--- config.mk ---
export PLATFORM = sky130hd
export DESIGN_NAME = register_level0_ctrl
export DESIGN_NICKNAME = d
export VERILOG_FILES = /design/src/rtl/register_level0_ctrl.sv
export SDC_FILE = /design/constraint.sdc
export NUM_CORES = 1
export LEC_CHECK = 0
export BUFFER_PORTS_ARGS = -buffer_cell sky130_fd_sc_hd__clkbuf_2
export CORE_MARGIN = 4
export CORE_UTILIZATION = 40
export CTS_CLUSTER_DIAMETER = 120
export CTS_CLUSTER_SIZE = 25
export DETAILED_ROUTE_END_ITERATION = 6
export GPL_TIMING_DRIVEN = 0
export PLACE_DENSITY = 0.7
export SKIP_CTS_REPAIR_TIMING = 1
export SLEW_MARGIN = 20
export SYNTH_ARGS = -nofsm -noshare
export SYNTH_HDL_FRONTEND = slang
export SYNTH_SLANG_ARGS = --single-unit
--- constraint.sdc ---
create_clock -name clk -period 5.88 [get_ports clk]
set_input_delay 0.882 -clock clk [delete_from_list [all_inputs] [get_ports clk]]
set_output_delay 0.882 -clock clk [all_outputs]
set_load 0.02 [all_outputs]
--- src/rtl/register_level0_ctrl.sv ---
// Burst initiator for the single-port level-0 register bank (cen_n/wen, registered read).
// Optional: define LEVEL0_CTRL_RANGE_CHECK_EN to reject out-of-range bursts with an err pulse.
module register_level0_ctrl #(
   parameter int data_width = 48,
   parameter int addr_width = 4,
   parameter int depth      = 10
) (
   input  logic                  clk,
   input  logic                  rst,
   input  logic                  cmd_valid,
   output logic                  cmd_ready,
   input  logic                  cmd_write,
   input  logic [addr_width-1:0] cmd_addr,
   input  logic [addr_width:0]   cmd_len,
   input  logic                  wr_valid,
   output logic                  wr_ready,
   input  logic [data_width-1:0] wr_data,
   output logic                  rd_valid,
   input  logic                  rd_ready,
   output logic [data_width-1:0] rd_data,
   output logic                  done,
   output logic                  err,
   output logic                  busy,
   output logic                  mem_cen_n,
   output logic                  mem_wen,
   output logic [addr_width-1:0] mem_addr,
   output logic [data_width-1:0] mem_din,
   input  logic [data_width-1:0] mem_dout
);
   localparam int len_width = addr_width + 1;
   localparam logic [len_width-1:0]  depth_len = len_width'(depth);
   localparam logic [addr_width-1:0] last_addr = addr_width'(depth - 1);

   typedef enum logic [1:0] {IDLE, WRITE, READ} state_t;
   state_t state_q, state_d;

   logic [addr_width-1:0]      ptr_q, ptr_nxt, addr_eff;
   logic [len_width-1:0]       rem_q, len_eff;
   logic [2:0][data_width-1:0] fifo_q;
   logic [1:0]                 head_q, tail_q, occ_q;
   logic                       inflight_q, done_q;
   logic                       cmd_fire, rd_fire, issue, space, range_bad;

   assign cmd_fire = cmd_valid && cmd_ready;
   assign rd_valid = (occ_q != 2'd0);
   assign rd_fire  = rd_valid && rd_ready;
   assign rd_data  = rd_valid ? fifo_q[head_q] : '0;
   assign done     = done_q;

   // Over-long bursts clamp to the bank size; start address folds into the bank.
   assign len_eff  = (cmd_len > depth_len) ? depth_len : cmd_len;
   assign addr_eff = addr_width'({1'b0, cmd_addr} % depth_len);
   assign ptr_nxt  = (ptr_q == last_addr) ? '0 : ptr_q + 1'b1;

   // Count the read in flight so a full buffer can always absorb the returning word.
   assign space = ({1'b0, occ_q} + {2'b0, inflight_q}) < 3'd3;

`ifdef LEVEL0_CTRL_RANGE_CHECK_EN
   logic [len_width:0] end_sum;
   logic               err_q;

   assign end_sum   = {2'b0, cmd_addr} + {1'b0, cmd_len};
   assign range_bad = ({1'b0, cmd_addr} >= depth_len) || (end_sum > {1'b0, depth_len});
   assign err       = err_q;

   always_ff @(posedge clk or posedge rst) begin
      if (rst) err_q <= 1'b0;
      else     err_q <= cmd_fire && range_bad;
   end
`else
   assign range_bad = 1'b0;
   assign err       = 1'b0;
`endif

   always_ff @(posedge clk or posedge rst) begin
      if (rst) state_q <= IDLE;
      else     state_q <= state_d;
   end

   always_comb begin
      state_d   = state_q;
      cmd_ready = 1'b0;
      wr_ready  = 1'b0;
      busy      = (state_q != IDLE);
      issue     = 1'b0;
      mem_cen_n = 1'b1;
      mem_wen   = 1'b0;
      mem_addr  = '0;
      mem_din   = '0;
      case (state_q)
         IDLE: begin
            cmd_ready = 1'b1;
            if (cmd_valid && !range_bad && len_eff != '0)
               state_d = cmd_write ? WRITE : READ;
         end
         WRITE: begin
            wr_ready = (rem_q != '0);
            if (wr_valid && rem_q != '0) begin
               mem_cen_n = 1'b0;
               mem_wen   = 1'b1;
               mem_addr  = ptr_q;
               mem_din   = wr_data;
               if (rem_q == len_width'(1)) state_d = IDLE;
            end
         end
         READ: begin
            if (rem_q != '0 && space) begin
               issue     = 1'b1;
               mem_cen_n = 1'b0;
               mem_addr  = ptr_q;
            end
            if (rem_q == '0 && !inflight_q && occ_q == 2'd0) state_d = IDLE;
         end
         default: state_d = IDLE;
      endcase
   end

   always_ff @(posedge clk or posedge rst) begin
      if (rst) begin
         ptr_q      <= '0;
         rem_q      <= '0;
         inflight_q <= 1'b0;
         done_q     <= 1'b0;
         head_q     <= 2'd0;
         tail_q     <= 2'd0;
         occ_q      <= 2'd0;
         fifo_q     <= '0;
      end else begin
         // Zero-length bursts complete without ever leaving IDLE.
         done_q     <= (cmd_fire && !range_bad && len_eff == '0) ||
                       (state_q != IDLE && state_d == IDLE);
         inflight_q <= issue;
         if (cmd_fire) begin
            ptr_q <= addr_eff;
            rem_q <= len_eff;
         end else if (!mem_cen_n) begin
            ptr_q <= ptr_nxt;
            rem_q <= rem_q - 1'b1;
         end
         if (inflight_q) begin
            fifo_q[tail_q] <= mem_dout;
            tail_q         <= (tail_q == 2'd2) ? 2'd0 : tail_q + 2'd1;
         end
         if (rd_fire)
            head_q <= (head_q == 2'd2) ? 2'd0 : head_q + 2'd1;
         case ({inflight_q, rd_fire})
            2'b10:   occ_q <= occ_q + 2'd1;
            2'b01:   occ_q <= occ_q - 2'd1;
            default: occ_q <= occ_q;
         endcase
      end
   end

endmodule

# After elaboration in Yosys (flattened, before gate mapping)

Cells that the tools add are included.

Bits in registers: 163
Input port bits: 111
Output and inout bits: 108
Word-level logic and storage cells: 90

Add/sub/neg operators: 7
Div/mod/pow operators: 1
Order comparisons: 5
Equality and inequality tests: 9
Mux-type cells: 35
Reductions and logical operators: 22

Operators with widths:

| operator            | count |
|---|---|
| $mux 48             | 5 |
| $bwmux 144          | 1 |
| $bmux 48 s2         | 1 |
| $demux 48 s2        | 1 |
| $mux 4              | 5 |
| $mux 5              | 3 |
| $mux 2              | 7 |
| $logic_and 1x1->1   | 10 |
| $logic_not 5->1     | 2 |
| $reduce_bool 5->1   | 2 |
| $eq 2x2->1 const B  | 4 |
| $mux 1              | 8 |
| $pmux 4 s2          | 1 |
| $add 2x1->2 const B | 3 |
| $logic_not 2->1     | 3 |
| $lt 2x3->1 const B  | 2 |
| $pmux 2 s3          | 1 |
| $reduce_bool 2->1   | 3 |
| $eq 5x1->1 const B  | 1 |
| $gt 5x4->1 const B  | 1 |
| $mod 4x4->5 const B | 1 |
| $sub 5x1->5 const B | 1 |
| $add 4x1->4 const B | 1 |
| $eq 2x1->1 const B  | 2 |
| other kinds (10)    | 10 |

# Longest topological paths before layout

Gate-level depths: netlist (run 1).

Depth in word-level cells: 9
Depth in mapped cells: 8
Depth with buffers taken out: 8

# Least setup slack after synthesis (run 1)

No wires, ideal clock.

Path kind: input -> output
Start point: input port wr_valid
End point: output port mem_din[15]
Arrival time: 1963 ps
Data required time: 4998 ps
Setup slack: 3035 ps
Stages on the path: 5
Path buffers: 2
Cells stage by stage: inv_1 > nor3_1 > clkbuf_1 > clkbuf_1 > and2_1

Longest elaborated chain between the ends: 3

Ends and longest elaborated chain:

| element           | line | source |
|---|---|---|
| start, declared   | 15   | `input logic wr_valid,` |
| $logic_and 1x1->1 | 98   | `if (wr_valid && rem_q != '0) begin` |
| $mux 48           | 98   |  |
| $mux 48           | 90   | `case (state_q)` |
| end, declared     | 27   | `output logic [data_width-1:0] mem_din,` |

No other way between the ends.

# Worst setup path in the final report (run 1)

Start point: register state_q[1]
End point: output port mem_din[21]

Longest elaborated chain between the ends: 2

Ends and longest elaborated chain:

| element                | line | source |
|---|---|---|
| start, declared        | 35   | `state_t state_q, state_d;` |
| start signal, assigned | 77   | `else state_q <= state_d;` |
| $eq 2x1->1             | 90   |  |
| $mux 48                | 90   |  |

No other way between the ends.

==> qor.csv, run 1 <==
metric;value;unit
routedWlPerCell;16.6;um
n_antenna_cell;0;
nFillCells;1818;
routed_wl;20300;um
yosys.area_share.xor_xnor;0.971;%
outcome;finished, final reports clean;
dp_cells;1195;
grt_use_total;18.6;%
hold_path_end;fifo_q[83]$_DFFE_PP0P_;
drtAntennaViolNets;0;
cts_tree;done;
placed_area;9570;um2
vdd_drop_max;0.203;mV
nNetsFinal;1072;
synth.cell_area;8120;um2
dp_hpwl;15000;um
yosys.area_share.adder;1.85;%
clock_latency;0.43;ns
synth-edff-count;0;
ys_async_sr_fraction;100;%
synth-seq-cells;163;
cts_buffers;17;
yosysMostFrequentCell;dfrtp_1;
worstReg2RegStart;inflight_q$_DFF_PP0_;
yosys-mux-area-fraction;26.5;%
final.setup_skew;0.0121;ns
area_delta_synth_final;25.5;%
grt_max_degree;91;
start_kind;register;
grt_pass1_wl;32700;um
fmax;272;MHz
slowest_stage;nor3_1;
hold_path_class;reg -> reg;
netlist-cell-type-count;41;
io-pin-count;219;
utilization;51.7;%
root_buffer;clkbuf_16;
synth-seq-area-share;50.2;%
period_share;62.6;%
synth_top_area_share;50.2;%
power;5.89;mW
clkSlewWorstSetupHoldPaths;0.07;ns
reg2reg_depth;5;
route.detailed.drc;0;
core_area;19700;um2
required;5.00;ns
gp_congestion;0.796;
drv_slew;0;
finalSetupViolCount;0;
die_h;150;um
final_cell_area;10200;um2
rows;51;
finalNonFillerCells;1227;
drv_cap;0;
drt-pass1-iter-count;4;
vias_per_cell;4.98;
finalCriticalPeriod;3.68;ns
path_cells;inv_1 > ha_1 > inv_1 > nor3_1 > clkbuf_1 > clkbuf_1 > and2_1 > clkbuf_2;
clock_sinks;163;
leakage;4.88;nW
drive_gt1_share;43.6;%
synth_top_family_by_area;multiplexers;
synth_compound_area_share;6.29;%
synth.avg_cell_area;11.4;um2
worstMarginPinSlew;0.761;ns
die_w;150;um
syn_nets;835;
ys_warn_count;0;
slowest_delay;0.52;ns
num_vias;6116;
multi_input_area;3790;um2
end_kind;output port;
rrSetupSlack;3.60;ns
drtIter0Drc;159;
die-area;22600;um2
clockBufferDepth;2;
holdPathStages;1;
critPathMaxFanout;10;
synthFlopType;dfrtp_1;
cp_data_arrival_time;2.80;ns
pwr_density_cell;577;nW/um2
timing.rr.end;fifo_q[5]$_DFFE_PP0P_;
hp-start;fifo_q[83]$_DFFE_PP0P_;
whs;0.505;ns
antenna_found_initial;0;
synth.area.top_cells;dfrtp_1 (50%), mux2_2 (20%), mux2i_1 (6.2%);
portBuffers;217;
grt_overflow;0;
ys_top_cells_by_count;dfrtp_1 (163), mux2_2 (147), nor2_1 (105);
htreeDepth;4;
grt_pass1_vias;6404;
initial_core_util;41.2;%
hold_viol_final;0;
synthSimpleGateAreaFrac;10.9;%
final-seq-area;4080;um2
synthCells;712;
synth_top_area_cell;dfrtp_1;
max_slew_margin;48.8;%
path_class;reg -> out;
rsz0062_at_grt;false;
==> worst max-delay path: cells and delay by family, from the launching register on <==
kind	cells	cell delay (ns)
simple gates	2	0.72
buf+inv	5	1.00
fa+ha+maj	1	0.23
flops	1	0.42
==> registers in the layout, summed over array words and instances (netlist names) <==
register,count
rem_q,5
occ_q,2
state_q,2
tail_q,2
fifo_q,144
inflight_q,1
ptr_q,4
done,1
head_q,2
==> cells by family (layout without fill, tap and decap cells) <==
logic type                 count (synthesis)  in the layout
adders and majority gates                 12             12
xor gates and xnor gates                   9              9
DFF                                      163            163
muxes                                    197            197
buffers and inverters                     62            312
other                                      1              1
AOI/OAI and AO/OA                         84             84
and+or+nand+nor                          184            184
==> per-layer routing <==
metal / global-route usage, % / vias to the layer above / wire length (um) / part of all wire [%]
met5: 0 / - / 0 / 0
met4: 4.16 / 0 / 155 / 0.76
met3: 4.00 / 14 / 1180 / 5.8
met2: 33.1 / 188 / 10200 / 50
met1: 23.1 / 2977 / 8750 / 43
li1: - / 2937 / - / -
==> layout make-up <==
class,instances,area share [%]
Tap cell,265,3.25
Clock buffer,18,4.21
Multi-Input combinational cell,487,37.1
Sequential cell,163,40.0
Clock inverter,14,1.87
Inverter,18,0.737
Buffer,44,1.84
Timing Repair Buffer,218,10.9
==> worst max-delay path by stage <==
stage                                     from                endpoint  slack, ns  cells after the start
after global placement                     rst  fifo_q[46]$_DFFE_PP0P_      -1.35                      2
final                     state_q[1]$_DFF_PP0_             mem_din[21]       2.20                      8
after floorplan                            rst          done$_DFF_PP0_       0.59                      1
after CTS                 state_q[1]$_DFF_PP0_             mem_din[21]       2.15                      8
after detailed placement              wr_valid             mem_din[21]       2.44                      7
after global routing      state_q[1]$_DFF_PP0_             mem_din[21]       1.91                      8
==> power breakdown <==
group	total [mW]	internal (mW)	switching (mW)	leakage [nW]
sequential	1.99	1.69	0.298	1.93
combinational	2.74	1.18	1.56	2.65
clock	1.16	0.683	0.476	0.300
total	5.89	3.56	2.33	4.88
==> cell usage in the layout, fill, tap and decap left out, types with 5 or more instances in the layout <==
| master | Yosys | layout |
|---|---|---|
| a21oi_1 | 55 | 55 |
| and2_1 | 53 | 53 |
| buf_1 | 6 | 6 |
| buf_2 | 15 | 15 |
| clkbuf_1 | 22 | 23 |
| clkbuf_16 | 0 | 17 |
| clkbuf_2 | 0 | 217 |
| dfrtp_1 | 163 | 163 |
| ha_1 | 12 | 12 |
| inv_1 | 18 | 17 |
| inv_6 | 0 | 5 |
| mux2_2 | 147 | 147 |
| mux2i_1 | 50 | 50 |
| nand2_1 | 7 | 7 |
| nor2_1 | 105 | 105 |
| nor3_1 | 7 | 7 |
| xnor2_1 | 5 | 5 |
==> through the flow <==
step	worst slack (ns)	setup TNS, ns
global placement	-1.35	-217.20
detailed placement	2.44	0
finish	2.20	0
CTS	2.15	0
global route	1.91	0
floorplan	0.593	0
(Power assumes the default switching activity.)
==> run 2: changes to the inputs <==
==> constraint.sdc (replaced) <==
create_clock -name clk -period 3.53 [get_ports clk]
set_input_delay 0.5295 -clock clk [delete_from_list [all_inputs] [get_ports clk]]
set_output_delay 0.5295 -clock clk [all_outputs]
set_load 0.02 [all_outputs]
==> qor.csv, run 2 (synthesis gave the netlist of run 1 again) <==
metric;value;unit;change
clock_latency;0.42;ns;about the same
start_kind;register;;
finalSetupViolCount;0;;unchanged
grt_pass1_wl;32900;um;+0.68%
p_clk_share;18.3;%;-1.4 points
grt_max_degree;31;;-66%
area_delta_synth_final;25.8;%;
routedWlPerCell;16.6;um;+0.19%
layout_common_cells;clkbuf_2 (217), dfrtp_1 (163), mux2_2 (147);;
vias_per_cell;4.99;;about the same
seqPwrFrac;34.3;%;+0.5 points
cp_data_arrival_time;2.73;ns;-0.07 ns
cts_tree;done;;
dp_hpwl;15400;um;+2.6%
htreeDepth;4;;unchanged
die_h;150;um;unchanged
final_cell_area;10200;um2;+0.22%
root_buffer;clkbuf_16;;
crit_family;buffers and inverters;;
fmax;307;MHz;
period_share;92.4;%;
final.setup_skew;0.0138;ns;+0.00167 ns
drtAntennaViolNets;0;;unchanged
worstMarginPinSlew;0.773;ns;+0.0118 ns
grt_use_total;18.7;%;+0.13 points
critical_path_buf_inv_count;3;;-2
dp_cells;1199;;+0.33%
p_sw_share;40.0;%;+0.46 points
die-area;22600;um2;unchanged
grt_pass1_vias;6432;;+0.44%
p_comb_share;47.4;%;+0.9 points
die_w;150;um;unchanged
hold_viol_final;0;;unchanged
drt-pass1-iter-count;4;;unchanged
n_antenna_cell;0;;unchanged
portBuffers;217;;unchanged
p_sw;3.87;mW;+66%
clockBufferDepth;2;;unchanged
clock_sinks;163;;unchanged
whs;0.128;ns;-0.377 ns
num_vias;6140;;+0.39%
largest_registers;fifo_q (144), rem_q (5), ptr_q (4);;
slowest_stage;nor2_1;;
core_area;19700;um2;unchanged
largest_register_ffs;144;;unchanged
critPathMaxFanout;10;;unchanged
drive_gt1_share;43.9;%;+0.34 points
hold_path_class;in -> async;;
antenna_found_initial;0;;unchanged
rows;51;;unchanged
intPower;5.80;mW;+63%
gp_congestion;0.791;;-0.64%
nNetsFinal;1076;;+0.37%
placed_area;9640;um2;+0.72%
finalCriticalPeriod;3.26;ns;
io-pin-count;219;;unchanged
rsz0062_at_grt;false;;
drv_cap;0;;unchanged
outcome;finished, final reports clean;;
vdd_drop_max;0.349;mV;+72%
path_class;reg -> out;;
route.detailed.drc;0;;unchanged
slowest_delay;0.59;ns;+0.07 ns
drv_slew;0;;unchanged
top_register;fifo_q;;
cts_buffers;17;;unchanged
pwr_density_cell;946;nW/um2;+64%
routed_wl;20400;um;+0.51%
grt_overflow;0;;unchanged
end_kind;output port;;
required;3.00;ns;-2.00 ns
final_common_cell;clkbuf_2;;
finalNonFillerCells;1231;;+0.33%
drtIter0Drc;237;;+49%
leakage;4.88;nW;about the same
clkSlewWorstSetupHoldPaths;0.06;ns;about the same
path_cells;nor2_1 > clkbuf_1 > clkbuf_1 > nor2_1 > clkbuf_2;;
initial_core_util;41.2;%;unchanged
max_slew_margin;48.0;%;-0.80 points
run 2: cell count changes in the layout (fill, tap and decap cells not counted), sizes merged:
cell,change
inv,-4
bufinv,-2
clkbuf,+1
buf,+4
clkinv,+3
clkinvlp,+2
run 2: routing by layer:
| layer | part of all wire (%) | vias up | wire, um | GRT usage (%) |
|---|---|---|---|---|
| met4 | 2.2 | 0 | 452 | 6.18 |
| met1 | 43 | 2976 | 8860 | 23.1 |
| met3 | 5.8 | 24 | 1190 | 4.27 |
| met2 | 49 | 212 | 9920 | 32.3 |
| li1 | - | 2928 | - | - |
| met5 | 0 | - | 0 | 0 |
run 2: area by class of cell:
cell class / instances / area [um2]
inverters: 18 / 71.3
well taps: 265 / 332
clock buffers: 19 / 443
clock inverters: 13 / 125
flip-flops and latches: 163 / 4080
plain buffers: 44 / 188
fillers: 1791 / 9500
repair buffers: 222 / 1190
multi-input cells: 487 / 3790
run 2: path summary, 6_finish.rpt:
kind	start	endpoint	slack [ns]	cells after the start
min	rst	fifo_q[65]$_DFFE_PP0P_	0.13	2
max	occ_q[0]$_DFFE_PP0P_	rd_data[29]	0.27	5
min in group clk	cmd_write	state_q[0]$_DFF_PP0_	0.37	2
max in group asynchronous	rst	fifo_q[46]$_DFFE_PP0P_	2.44	5
max reg2reg	inflight_q$_DFF_PP0_	fifo_q[3]$_DFFE_PP0P_	1.30	5
min reg2reg	occ_q[1]$_DFFE_PP0P_	occ_q[1]$_DFFE_PP0P_	0.50	1
run 2: worst register-to-register path, delay by kind of cell, from the launching register on:
kind | cells | cell delay (ns)
flip-flops | 1 | 0.42
buffers and inverters | 3 | 0.83
multiplexers | 1 | 0.38
AND/OR/NAND/NOR | 1 | 0.49
run 2: stage by stage:
step,util (%),worst slack [ns],total power [mW],TNS [ns]
2_1_floorplan,-,0.930,6.59,0
3_3_place_gp,48.4,-0.170,7.85,-25.94
3_5_place_dp,48.9,0.539,7.98,0
4_1_cts,51.8,0.0776,9.78,0
5_1_grt,51.8,0.0316,10.4,0
6_report,51.8,0.268,9.67,0
run 2: power by group through the flow:
stage | Sequential, mW | Combinational [mW] | Clock, mW
finish | 3.32 | 4.58 | 1.77
global route | 3.43 | 5.07 | 1.91
CTS | 3.31 | 4.65 | 1.82
detailed placement | 3.34 | 4.63 | 0
global placement | 3.30 | 4.56 | 0
floorplan | 3.21 | 3.38 | 0
==> run 3: changes to the inputs <==
--- a/config.mk
+++ b/config.mk
@@ -13,6 +13,7 @@
 export DETAILED_ROUTE_END_ITERATION = 6
 export GPL_TIMING_DRIVEN = 0
 export PLACE_DENSITY = 0.7
+export SETUP_SLACK_MARGIN = 0.5
 export SKIP_CTS_REPAIR_TIMING = 1
 export SLEW_MARGIN = 20
 export SYNTH_ARGS = -nofsm -noshare
==> qor.csv, run 3 (synthesis gave the netlist of run 1 again) <==
metric;value;unit;change
outcome;finished, final reports clean;;
worstReg2RegStart;state_q[0]$_DFF_PP0_;;
initial_core_util;41.2;%;unchanged
route.detailed.drc;0;;unchanged
hold_viol_final;0;;unchanged
die_h;150;um;unchanged
rows;51;;unchanged
gp_congestion;0.791;;unchanged
final-seq-area;4080;um2;unchanged
grt_pass1_vias;6432;;unchanged
final_cell_area;10300;um2;+0.37%
max_slew_margin;47.6;%;-0.42 points
pwr_density_cell;947;nW/um2;about the same
leakage;4.92;nW;+0.73%
cts_buffers;17;;unchanged
grt_overflow;0;;unchanged
fmax;342;MHz;+12%
worstMarginPinSlew;0.779;ns;+0.00621 ns
routedWlPerCell;16.6;um;+0.13%
cp_data_arrival_time;2.39;ns;-0.34 ns
rrSetupSlack;1.32;ns;+0.02 ns
layout_common_cells;clkbuf_2 (223), dfrtp_1 (163), mux2_2 (147);;
htreeDepth;4;;unchanged
routed_wl;20500;um;+0.29%
grt_use_total;18.7;%;unchanged
num_vias;6135;;-0.081%
nFillCells;1786;;-0.28%
finalSetupViolCount;0;;unchanged
timing.rr.end;rem_q[1]$_DFFE_PP0P_;;
multi_input_area;3800;um2;+0.23%
vdd_drop_max;0.351;mV;+0.83%
reg2reg_depth;6;;+1
grt_pass1_wl;32900;um;unchanged
end_kind;output port;;
final.setup_skew;0.0132;ns;-0.000632 ns
clock_latency;0.43;ns;about the same
nNetsFinal;1078;;+0.19%
root_buffer;clkbuf_16;;
clock_sinks;163;;unchanged
n_antenna_cell;0;;unchanged
antenna_found_initial;0;;unchanged
portBuffers;217;;unchanged
clockBufferDepth;2;;unchanged
slowest_delay;0.42;ns;-0.17 ns
drtIter0Drc;204;;-14%
io-pin-count;219;;unchanged
cts_tree;done;;
clkSlewWorstSetupHoldPaths;0.06;ns;about the same
start_kind;register;;
drive_gt1_share;44.8;%;+0.94 points
drv_slew;0;;unchanged
layout_setup_ws;0.606;ns;+0.338 ns
slowest_stage;dfrtp_1;;
utilization;52.0;%;+0.19 points
final_common_cell;clkbuf_2;;
largest_register_ffs;144;;unchanged
placed_area;9640;um2;unchanged
drtAntennaViolNets;0;;unchanged
drv_cap;0;;unchanged
period_share;82.8;%;-9.6 points
die_w;150;um;unchanged
hold_path_class;in -> async;;
drt-pass1-iter-count;4;;unchanged
place_ws;0.539;ns;unchanged
area_delta_synth_final;26.3;%;
top_register;fifo_q;;
path_class;reg -> out;;
finalCriticalPeriod;2.92;ns;-0.338 ns
required;3.00;ns;about the same
rsz0062_at_grt;true;;
largest_registers;fifo_q (144), rem_q (5), ptr_q (4);;
core_area;19700;um2;unchanged
die-area;22600;um2;unchanged
vias_per_cell;4.98;;-0.24%
grt_max_degree;31;;unchanged
dp_hpwl;15400;um;unchanged
critPathMaxFanout;10;;unchanged
path_cells;inv_1 > ha_1 > inv_1 > nor3_4 > buf_4 > clkbuf_2 > and2_1 > clkbuf_2;;
-- run 3: area by class of cell --
class                      count  share of cell area (%)
multi-input combinational    487                    37.1
clock buffer                  19                    4.32
inverter                      18                   0.696
sequential                   163                    39.8
timing repair buffer         224                    11.7
buffer                        44                    1.96
clock inverter                13                    1.22
tap                          265                    3.23
-- run 3: how the worst max path moves through the flow --
stage	startpoint	to	slack (ns)	cells past startpoint
floorplan	rst	done$_DFF_PP0_	0.93	1
global placement	rst	fifo_q[89]$_DFFE_PP0P_	-0.17	2
detailed placement	state_q[1]$_DFF_PP0_	mem_din[15]	0.54	8
CTS	rem_q[0]$_DFFE_PP0P_	mem_din[15]	0.08	8
global route	state_q[1]$_DFF_PP0_	mem_din[15]	0.43	8
finish	state_q[1]$_DFF_PP0_	mem_din[15]	0.61	8
-- run 3: where the power goes --
group          leakage, nW  internal (mW)  switching (mW)
registers             1.93           2.81           0.502
clock network        0.275           1.00           0.775
logic                 2.72           2.01            2.61
-- run 3: metal layers --
metal | global-route usage, % | vias to the layer above | part of all wire, %
met5 | 0 | - | 0
met4 | 6.18 | 0 | 2.3
met3 | 4.27 | 26 | 5.6
met2 | 32.3 | 195 | 49
met1 | 23.1 | 2979 | 43
li1 | - | 2935 | -
-- run 3: through the flow --
stage / hold slack [ns] / TNS, ns / power [mW] / instances
floorplan: 0.470 / 0 / 6.59 / 712
finish: 0.127 / 0 / 9.71 / 1233
global route: 0.144 / 0 / 10.4 / 1233
global placement: 0.486 / -25.94 / 7.85 / 1194
CTS: 0.129 / 0 / 9.78 / 1231
detailed placement: 0.492 / 0 / 7.98 / 1199
-- run 3: critical path: cells and delay by family (launching register included) --
kind                       cells  cell delay, ns
and+or+nand+nor                2            0.49
DFF                            1            0.42
buffers and inverters          5            0.84
adders and majority gates      1            0.23
